--- config.mk ---
export PLATFORM = sky130hd
export DESIGN_NAME = mem_port_arbiter
export DESIGN_NICKNAME = d
export VERILOG_FILES = /design/src/rtl/mem_port_arbiter.sv
export SDC_FILE = /design/constraint.sdc
export NUM_CORES = 1
export LEC_CHECK = 0
export CORE_AREA = 2 2 110 112
export DETAILED_ROUTE_END_ITERATION = 8
export DIE_AREA = 0 0 112 114
export DONT_BUFFER_PORTS = 1
export GPL_TIMING_DRIVEN = 0
export PLACE_DENSITY = 0.65
export SLEW_MARGIN = 20
export SYNTH_ARGS = -nofsm -noshare
export SYNTH_HDL_FRONTEND = slang
export SYNTH_SLANG_ARGS = --single-unit
--- constraint.sdc ---
create_clock -name clk -period 7.6 [get_ports clk]
set_input_delay 1.52 -clock clk [delete_from_list [all_inputs] [get_ports clk]]
set_output_delay 1.52 -clock clk [all_outputs]
set_load 0.02 [all_outputs]
--- src/rtl/mem_port_arbiter.sv ---
// Two-requester (I/D) arbiter for one shared memory port, with a registered request output,
// starvation guard for I, and an in-order read-ID FIFO that steers responses back.
module mem_port_arbiter #(
   parameter int unsigned AW              = 32,
   parameter int unsigned DW              = 32,
   parameter int unsigned MAX_OUTSTANDING = 4,
   parameter int unsigned STARVE_LIMIT    = 4
) (
   input  logic          clk,
   input  logic          reset,

   input  logic          i_req_valid,
   input  logic [AW-1:0] i_req_addr,
   input  logic [3:0]    i_req_do_read,
   output logic          i_req_ack,
   output logic          i_rsp_valid,
   output logic [DW-1:0] i_rsp_data,

   input  logic          d_req_valid,
   input  logic [AW-1:0] d_req_addr,
   input  logic [DW-1:0] d_req_data,
   input  logic [3:0]    d_req_do_read,
   input  logic [3:0]    d_req_do_write,
   output logic          d_req_ack,
   output logic          d_rsp_valid,
   output logic [DW-1:0] d_rsp_data,

   output logic          m_req_valid,
   output logic [AW-1:0] m_req_addr,
   output logic [DW-1:0] m_req_data,
   output logic [3:0]    m_req_do_read,
   output logic [3:0]    m_req_do_write,
   input  logic          m_req_ready,
   input  logic          m_rsp_valid,
   input  logic [DW-1:0] m_rsp_data,

   output logic          err_unexpected_rsp
);

   localparam int unsigned PW = $clog2(MAX_OUTSTANDING);
   localparam int unsigned CW = PW + 1;
   localparam int unsigned SW = $clog2(STARVE_LIMIT + 1);

   typedef enum logic {
      SRC_I = 1'b0,
      SRC_D = 1'b1
   } src_t;

   // Output register
   logic          out_valid;
   logic [AW-1:0] out_addr;
   logic [DW-1:0] out_data;
   logic [3:0]    out_rd;
   logic [3:0]    out_wr;

   // Read-ID FIFO
   src_t          fifo_mem [MAX_OUTSTANDING];
   logic [PW-1:0] wr_ptr;
   logic [PW-1:0] rd_ptr;
   logic [CW-1:0] fifo_cnt;

   logic [SW-1:0] starve_cnt;
   logic          err_q;

   logic          capture_ok;
   logic          rsp_pop;
   logic          fifo_full;
   logic          i_is_read;
   logic          d_is_read;
   logic          i_elig;
   logic          d_elig;
   logic          i_grant;
   logic          d_grant;
   logic          enq;
   src_t          enq_src;
   src_t          head_src;

   assign rsp_pop    = m_rsp_valid && (fifo_cnt != '0);
   // A response popping this cycle frees a slot for a read granted in the same cycle.
   assign fifo_full  = (fifo_cnt == CW'(MAX_OUTSTANDING)) && !rsp_pop;
   assign i_is_read  = |i_req_do_read;
   assign d_is_read  = |d_req_do_read;
   assign i_elig     = i_req_valid && !(i_is_read && fifo_full);
   assign d_elig     = d_req_valid && !(d_is_read && fifo_full);
   assign capture_ok = reset && (!out_valid || m_req_ready);

   always_comb begin
      i_grant = 1'b0;
      d_grant = 1'b0;
      if (capture_ok) begin
         if (i_elig && d_elig && (starve_cnt == SW'(STARVE_LIMIT))) begin
            i_grant = 1'b1;
         end else if (d_elig) begin
            d_grant = 1'b1;
         end else if (i_elig) begin
            i_grant = 1'b1;
         end
      end
   end

   assign enq     = (i_grant && i_is_read) || (d_grant && d_is_read);
   assign enq_src = d_grant ? SRC_D : SRC_I;

   always_ff @(posedge clk or negedge reset) begin
      if (!reset) begin
         out_valid <= 1'b0;
         out_addr  <= '0;
         out_data  <= '0;
         out_rd    <= '0;
         out_wr    <= '0;
      end else if (i_grant) begin
         out_valid <= 1'b1;
         out_addr  <= i_req_addr;
         out_data  <= '0;
         out_rd    <= i_req_do_read;
         out_wr    <= '0;
      end else if (d_grant) begin
         out_valid <= 1'b1;
         out_addr  <= d_req_addr;
         out_data  <= d_req_data;
         out_rd    <= d_req_do_read;
         out_wr    <= d_req_do_write;
      end else if (out_valid && m_req_ready) begin
         out_valid <= 1'b0;
      end
   end

   always_ff @(posedge clk or negedge reset) begin
      if (!reset) begin
         for (int unsigned k = 0; k < MAX_OUTSTANDING; k++) begin
            fifo_mem[k] <= SRC_I;
         end
         wr_ptr   <= '0;
         rd_ptr   <= '0;
         fifo_cnt <= '0;
      end else begin
         if (enq) begin
            fifo_mem[wr_ptr] <= enq_src;
            wr_ptr           <= wr_ptr + PW'(1);
         end
         if (rsp_pop) begin
            rd_ptr <= rd_ptr + PW'(1);
         end
         case ({enq, rsp_pop})
            2'b10:   fifo_cnt <= fifo_cnt + CW'(1);
            2'b01:   fifo_cnt <= fifo_cnt - CW'(1);
            default: fifo_cnt <= fifo_cnt;
         endcase
      end
   end

   always_ff @(posedge clk or negedge reset) begin
      if (!reset) begin
         starve_cnt <= '0;
      end else if (!i_req_valid || i_grant) begin
         starve_cnt <= '0;
      end else if (d_grant && (starve_cnt != SW'(STARVE_LIMIT))) begin
         starve_cnt <= starve_cnt + SW'(1);
      end
   end

   always_ff @(posedge clk or negedge reset) begin
      if (!reset) begin
         err_q <= 1'b0;
      end else if (m_rsp_valid && (fifo_cnt == '0)) begin
         err_q <= 1'b1;
      end
   end

   assign head_src = fifo_mem[rd_ptr];

   assign i_req_ack   = i_grant;
   assign d_req_ack   = d_grant;
   assign i_rsp_valid = rsp_pop && (head_src == SRC_I);
   assign d_rsp_valid = rsp_pop && (head_src == SRC_D);
   assign i_rsp_data  = i_rsp_valid ? m_rsp_data : '0;
   assign d_rsp_data  = d_rsp_valid ? m_rsp_data : '0;

   assign m_req_valid    = out_valid;
   assign m_req_addr     = out_addr;
   assign m_req_data     = out_data;
   assign m_req_do_read  = out_rd;
   assign m_req_do_write = out_wr;

   assign err_unexpected_rsp = err_q;

endmodule

==> results of run 1 <==
[cells in the mapped netlist, drive strengths merged]
cell type	instances	area [um2]
o32a	1	10.01
xnor2	5	43.79
a21oi	37	185.2
ha	7	87.58
nor2	6	22.52
nor4	2	12.51
inv	11	41.29
dfrtp	88	2202
xor2	2	17.52
mux4	1	22.52
a221o	32	320.3
clkbuf	21	78.83
or4b	1	10.01
nor3	5	25.02
and3	65	406.6
or3	1	6.260
buf	23	163.9
nand2b	2	12.51
a21boi	1	7.510
o2111a	2	23.77
a31oi	4	25.02
a21o	1	7.510
o21a	1	7.510
mux2	5	56.30
nand3	42	210.2
o21ai	45	225.2
o41ai	1	8.760
nor3b	4	30.03
o2111ai	3	38.79
mux2i	1	10.01
fa	1	20.02
and2	34	215.2
nand2	3	11.26
[layer usage]
metal | part of all wire, % | vias to the layer above
met5 | 0 | -
met1 | 36 | 1813
met2 | 52 | 232
met3 | 8.4 | 29
li1 | - | 1716
met4 | 3.0 | 0
[power breakdown]
part | switching (uW) | leakage, uW | total (uW) | internal (uW)
Combinational | 379 | 0.00110 | 606 | 227
Clock | 190 | 0.000150 | 456 | 265
Sequential | 261 | 0.00110 | 877 | 616
Total | 830 | 0.00235 | 1940 | 1110
[final timing paths]
path / start / end / depth (start not counted)
worst max-delay path: m_rsp_valid / i_req_ack / 6
max in group asynchronous: reset / m_req_data[10] / 0
worst min-delay path: fifo_cnt[2] / fifo_cnt[2] / 1
worst min register to register: fifo_cnt[2] / fifo_cnt[2] / 1
min in group asynchronous: reset / m_req_addr[22] / 0
worst max register to register: starve_cnt[0] / fifo_cnt[2] / 12
[cells by family after synthesis]
group                    after synthesis
adder cells (fa/ha/maj)                8
buffers and inverters                 55
flip-flops                            88
multiplexers                           7
XOR/XNOR                               7
AND/OR/NAND/NOR                      165
AO/OA/AOI/OAI                        128
[worst max-delay path: stages]
cell	delay (ns)
or4b_1	0.49
buf_6	0.16
o21a_1	0.26
nor2_1	0.50
buf_2	0.33
buf_4	0.24
[through the flow]
step	instances	total power [uW]	setup slack [ns]	utilization [%]
global placement	605	1472	2.553	40.56
floorplan	458	1349	3.071	-
global route	621	2054	2.467	43.17
detailed placement	605	1495	2.567	40.56
CTS	621	1962	2.552	43.17
finish	623	1939	2.567	43.22
[sequential cells by signal (all words and copies together), names as in the netlist]
| name | count |
|---|---|
| m_req_addr | 32 |
| m_req_data | 32 |
| fifo_mem | 4 |
| m_req_do_read | 4 |
| m_req_do_write | 4 |
| fifo_cnt | 3 |
| starve_cnt | 3 |
| rd_ptr | 2 |
| wr_ptr | 2 |
| err_unexpected_rsp | 1 |
| m_req_valid | 1 |
[cell type report]
| cell class | count | share of cell area, % |
|---|---|---|
| Antenna cell | 2 | 0.09889 |
| Buffer | 44 | 4.796 |
| Clock buffer | 10 | 4.722 |
| Clock inverter | 6 | 1.335 |
| Inverter | 11 | 0.8158 |
| Multi-Input combinational cell | 315 | 41.09 |
| Sequential cell | 88 | 43.51 |
| Tap cell | 147 | 3.634 |
==> impl_metrics.toml, run 1 <==
[layout]
seq_area_um2 = 2202
multi_input_area_um2 = 2079
nFillCells = 1111
drive_above_1_share_pct = 10.34
layout_common_cells = "dfrtp_1, and3_1, o21ai_0"
layout.nets = 623
area_growth_syn_to_layout_pct = 10.85
fin_area_um2 = 5061
final_common_cell = "dfrtp_1"

[worst_setup_path]
start_kind = "primary input"
crit_arrival_ns = 3.51
path_class = "primary input to output pin"
required_ns = 6.08
reg2reg_slack_ns = 4.95
cp_max_fo = 10
worst_setup_path_end_kind = "output pin"

[clock_tree]
cts_max_level = 3
cts_resized = 0
clk_latency_ns = 0.34
cts_hold_buf = 0
cts_buffers = 9
cts_buffer_depth = 2
cts_tree = "yes"
cts_setup_buffers = 0
path_clk_slew_ns = 0.06
clock-sinks = 88
root_buffer = "clkbuf_16"

[placed_design]
port_buffers = 0
gp_congestion = 0.8483
detailed_place_hpwl_mm = 10.60
dpl-instance-area_um2 = 4750

[yosys]
synth_warnings = 0
syn_avg_cell_area_um2 = 9.969
synthAdderAreaFrac_pct = 2.357
yosysUniqueCellTypes = 38
synthMuxAreaShare_pct = 1.946
synth-simple-area-share_pct = 21.07
netlist_instances = 458
synth_nets = 612
synth_xor_area_share_pct = 1.343
synth_compound_area_share_pct = 18.83
synth_top_family_by_area = "simple AND/OR/NAND/NOR gates"
syn-cell-area_um2 = 4566
ys_seq_elements = 88
ys_seq_area_share_pct = 48.23

[route]
first_pass_iters = 5
wl_per_cell_um = 22.19
drt-total-wl_mm = 13.82
detail-route-antenna-nets = 0
drc = 0
drtIter0Drc = 247
vias = 3790
vias_per_cell = 6.083

[sta]
period_minus_slack_ns = 5.033
slew_violations = 0
rsz0062_at_grt = "false"
fmax_mhz = 198.7
finClkSkew_ns = 0.009224
period_share_pct = 66.23
tns_ns = 0
setup_viol = 0
whs_ns = 0.4902
max_slew_margin_pct = 32.27
worst_pin_slew_ns = 1.007
hold_viol = 0

[floorplanning]
dieArea_um2 = 12770
die_height_um = 114
dieWidth_um = 112
io_pins = 288
start_util_pct = 38.99
core-area_um2 = 11710
rows = 40

[grt]
grt_pass1_wl_mm = 20.62
grt_antenna_before_repair = 0
busiest_layer = "met2"
grt_max_degree = 95
grtUsageMet2_pct = 36.44
grt_pass1_vias = 3741
grt_util_met3_pct = 5.739
use_met1_pct = 23.70
grt.overflow.total = 0
grtUsageTotal_pct = 20.96

[outcome]
run_status = "completed"

[power]
peakVddDrop_v = 0.0001788
cellPowerDensity_nw_per_um2 = 383.1
leakagePower_uw = 0.002347

[min_path]
hp-class = "flop to flop"

[flow_run]
cap_violations = 0
(Power assumes the default switching activity.)
==> run 2, diff against run 1 <==
- PLACE_DENSITY: 0.65 -> 0.67
- clock period: 7.6 -> 4.1 ns (I/O delays scaled with it)
==> run 2 against run 1 <==
Compared with the run above:
- setup slack got worse by 2.3 ns
- non-clock buffer count did not move
- global-route usage about the same
- clock-buffer cell count grew 2
- via count is 1.3% higher
- clock skew is 0.0037 ns lower
- critical path depth unchanged
- total power grew 82%
- combinational power rose by 88%
- first-iteration DRC count up 23%
- largest power group unchanged
- highest routed layer unchanged
==> impl_metrics.toml, run 2 (synthesis gave the netlist of run 1 again) <==
[flow_run]
cap_violations = 0

[layout]
nFillCells = 1148
layout.nets = 623
fin_area_um2 = 5024
area_growth_syn_to_layout_pct = 10.03
layout_common_cells = "dfrtp_1, and3_1, o21ai_0"
drive_above_1_share_pct = 9.937
final_core_util_pct = 42.90
antennaDiodeCount = 0
final_common_cell = "dfrtp_1"

[power]
p_clk_share_pct = 21.7
peakVddDrop_v = 0.0002759
leakagePower_uw = 0.002331
seqPwrFrac_pct = 46.1
switching_share_pct = 43.29
cellPowerDensity_nw_per_um2 = 702.7
power_uw = 3530
intPower_uw = 2002
comb_power_share_pct = 32.2
p_sw_uw = 1528

[route]
drtIter0Drc = 304
first_pass_iters = 4
detail-route-antenna-nets = 0
vias = 3838
drt-total-wl_mm = 13.99
wl_per_cell_um = 22.56
vias_per_cell = 6.190
drc = 0

[floorplanning]
dieWidth_um = 112
rows = 40
start_util_pct = 38.99
io_pins = 288
core-area_um2 = 11710
die_height_um = 114
dieArea_um2 = 12770

[grt]
grt_antenna_before_repair = 0
grtUsageTotal_pct = 21.01
grt.overflow.total = 0
grt_pass1_vias = 3799
grt_max_degree = 95
grt_pass1_wl_mm = 20.80

[sta]
max_slew_margin_pct = 31.28
tns_ns = 0
finClkSkew_ns = 0.005569
period_share_pct = 92.37
whs_ns = 0.1647
rsz0062_at_grt = "false"
fmax_mhz = 264.1
worst_pin_slew_ns = 1.021
setup_viol = 0
period_minus_slack_ns = 3.787
hold_viol = 0
slew_violations = 0

[outcome]
run_status = "completed"

[worst_setup_path]
start_kind = "primary input"
path_class = "primary input to output pin"
required_ns = 3.28
cp_max_fo = 10
path_delay_family = "simple AND/OR/NAND/NOR gates"
critical_path.startpoint = "m_rsp_valid"
crit_arrival_ns = 2.97
worst_setup_path_end_kind = "output pin"
reg2reg_from = "fifo_cnt[1]"
crit_buf_inv = 3
critPathMaxStageDelay_ns = 0.58
crit_chain = "or4b_1, buf_6, o21a_1, nor2_1, buf_2, buf_4"
slowest_stage = "nor2_1"

[clock_tree]
cts_buffer_depth = 2
cts_max_level = 3
path_clk_slew_ns = 0.06
cts_setup_buffers = 0
cts_hold_buf = 0
root_buffer = "clkbuf_16"
cts_resized = 0
clk_latency_ns = 0.35
cts_tree = "yes"
clock-sinks = 88
cts_buffers = 9

[placed_design]
detailed_place_hpwl_mm = 10.46
gp_congestion = 0.8213
dpl-instance-area_um2 = 4750
port_buffers = 0

[min_path]
hp-class = "primary input to async pin"
run 2: cell count changes in the layout (fill, tap and decap cells not counted), sizes merged:
cell	before	now
inv	12	11
diode	2	0
bufinv	1	0
clkbuf	31	33
clkinv	3	2
run 2: area by class of cell:
cell class	count	area, um2	area share [%]
Sequential cell	88	2202	43.84
Multi-Input combinational cell	315	2079	41.39
Clock buffer	12	256.5	5.106
Buffer	44	242.7	4.832
Tap cell	147	183.9	3.661
Inverter	11	41.29	0.8219
Clock inverter	3	17.52	0.3487
run 2: routing by layer:
| layer | global-route usage, % | vias up | wire length, um |
|---|---|---|---|
| met5 | 0 | - | 0 |
| met1 | 23.93 | 1891 | 5217 |
| li1 | - | 1700 | - |
| met4 | 9.593 | 0 | 482 |
| met3 | 6.323 | 27 | 1112 |
| met2 | 36.53 | 220 | 7173 |
run 2: power groups by stage:
stage	logic (uW)	clock network (uW)	registers (uW)
floorplan	934	0	1570
global placement	1100	0	1630
detailed placement	1140	0	1640
CTS	1150	785	1630
global route	1250	821	1650
finish	1140	765	1630
run 2: stage by stage:
| step | setup slack [ns] | cells |
|---|---|---|
| finish | 0.3129 | 620 |
| detailed placement | 0.3631 | 605 |
| global placement | 0.3773 | 605 |
| global route | 0.2292 | 620 |
| CTS | 0.3301 | 620 |
| floorplan | 0.9708 | 458 |
run 2: worst paths after layout:
| kind | endpoint | slack, ns | cells after the start |
|---|---|---|---|
| max reg2reg | m_req_data[23] | 1.29 | 7 |
| max in group asynchronous | m_req_data[28] | 3.70 | 0 |
| max | i_req_ack | 0.31 | 6 |
| min in group clk | rd_ptr[1] | 0.49 | 1 |
| min reg2reg | rd_ptr[1] | 0.49 | 1 |
| min | m_req_addr[0] | 0.16 | 0 |
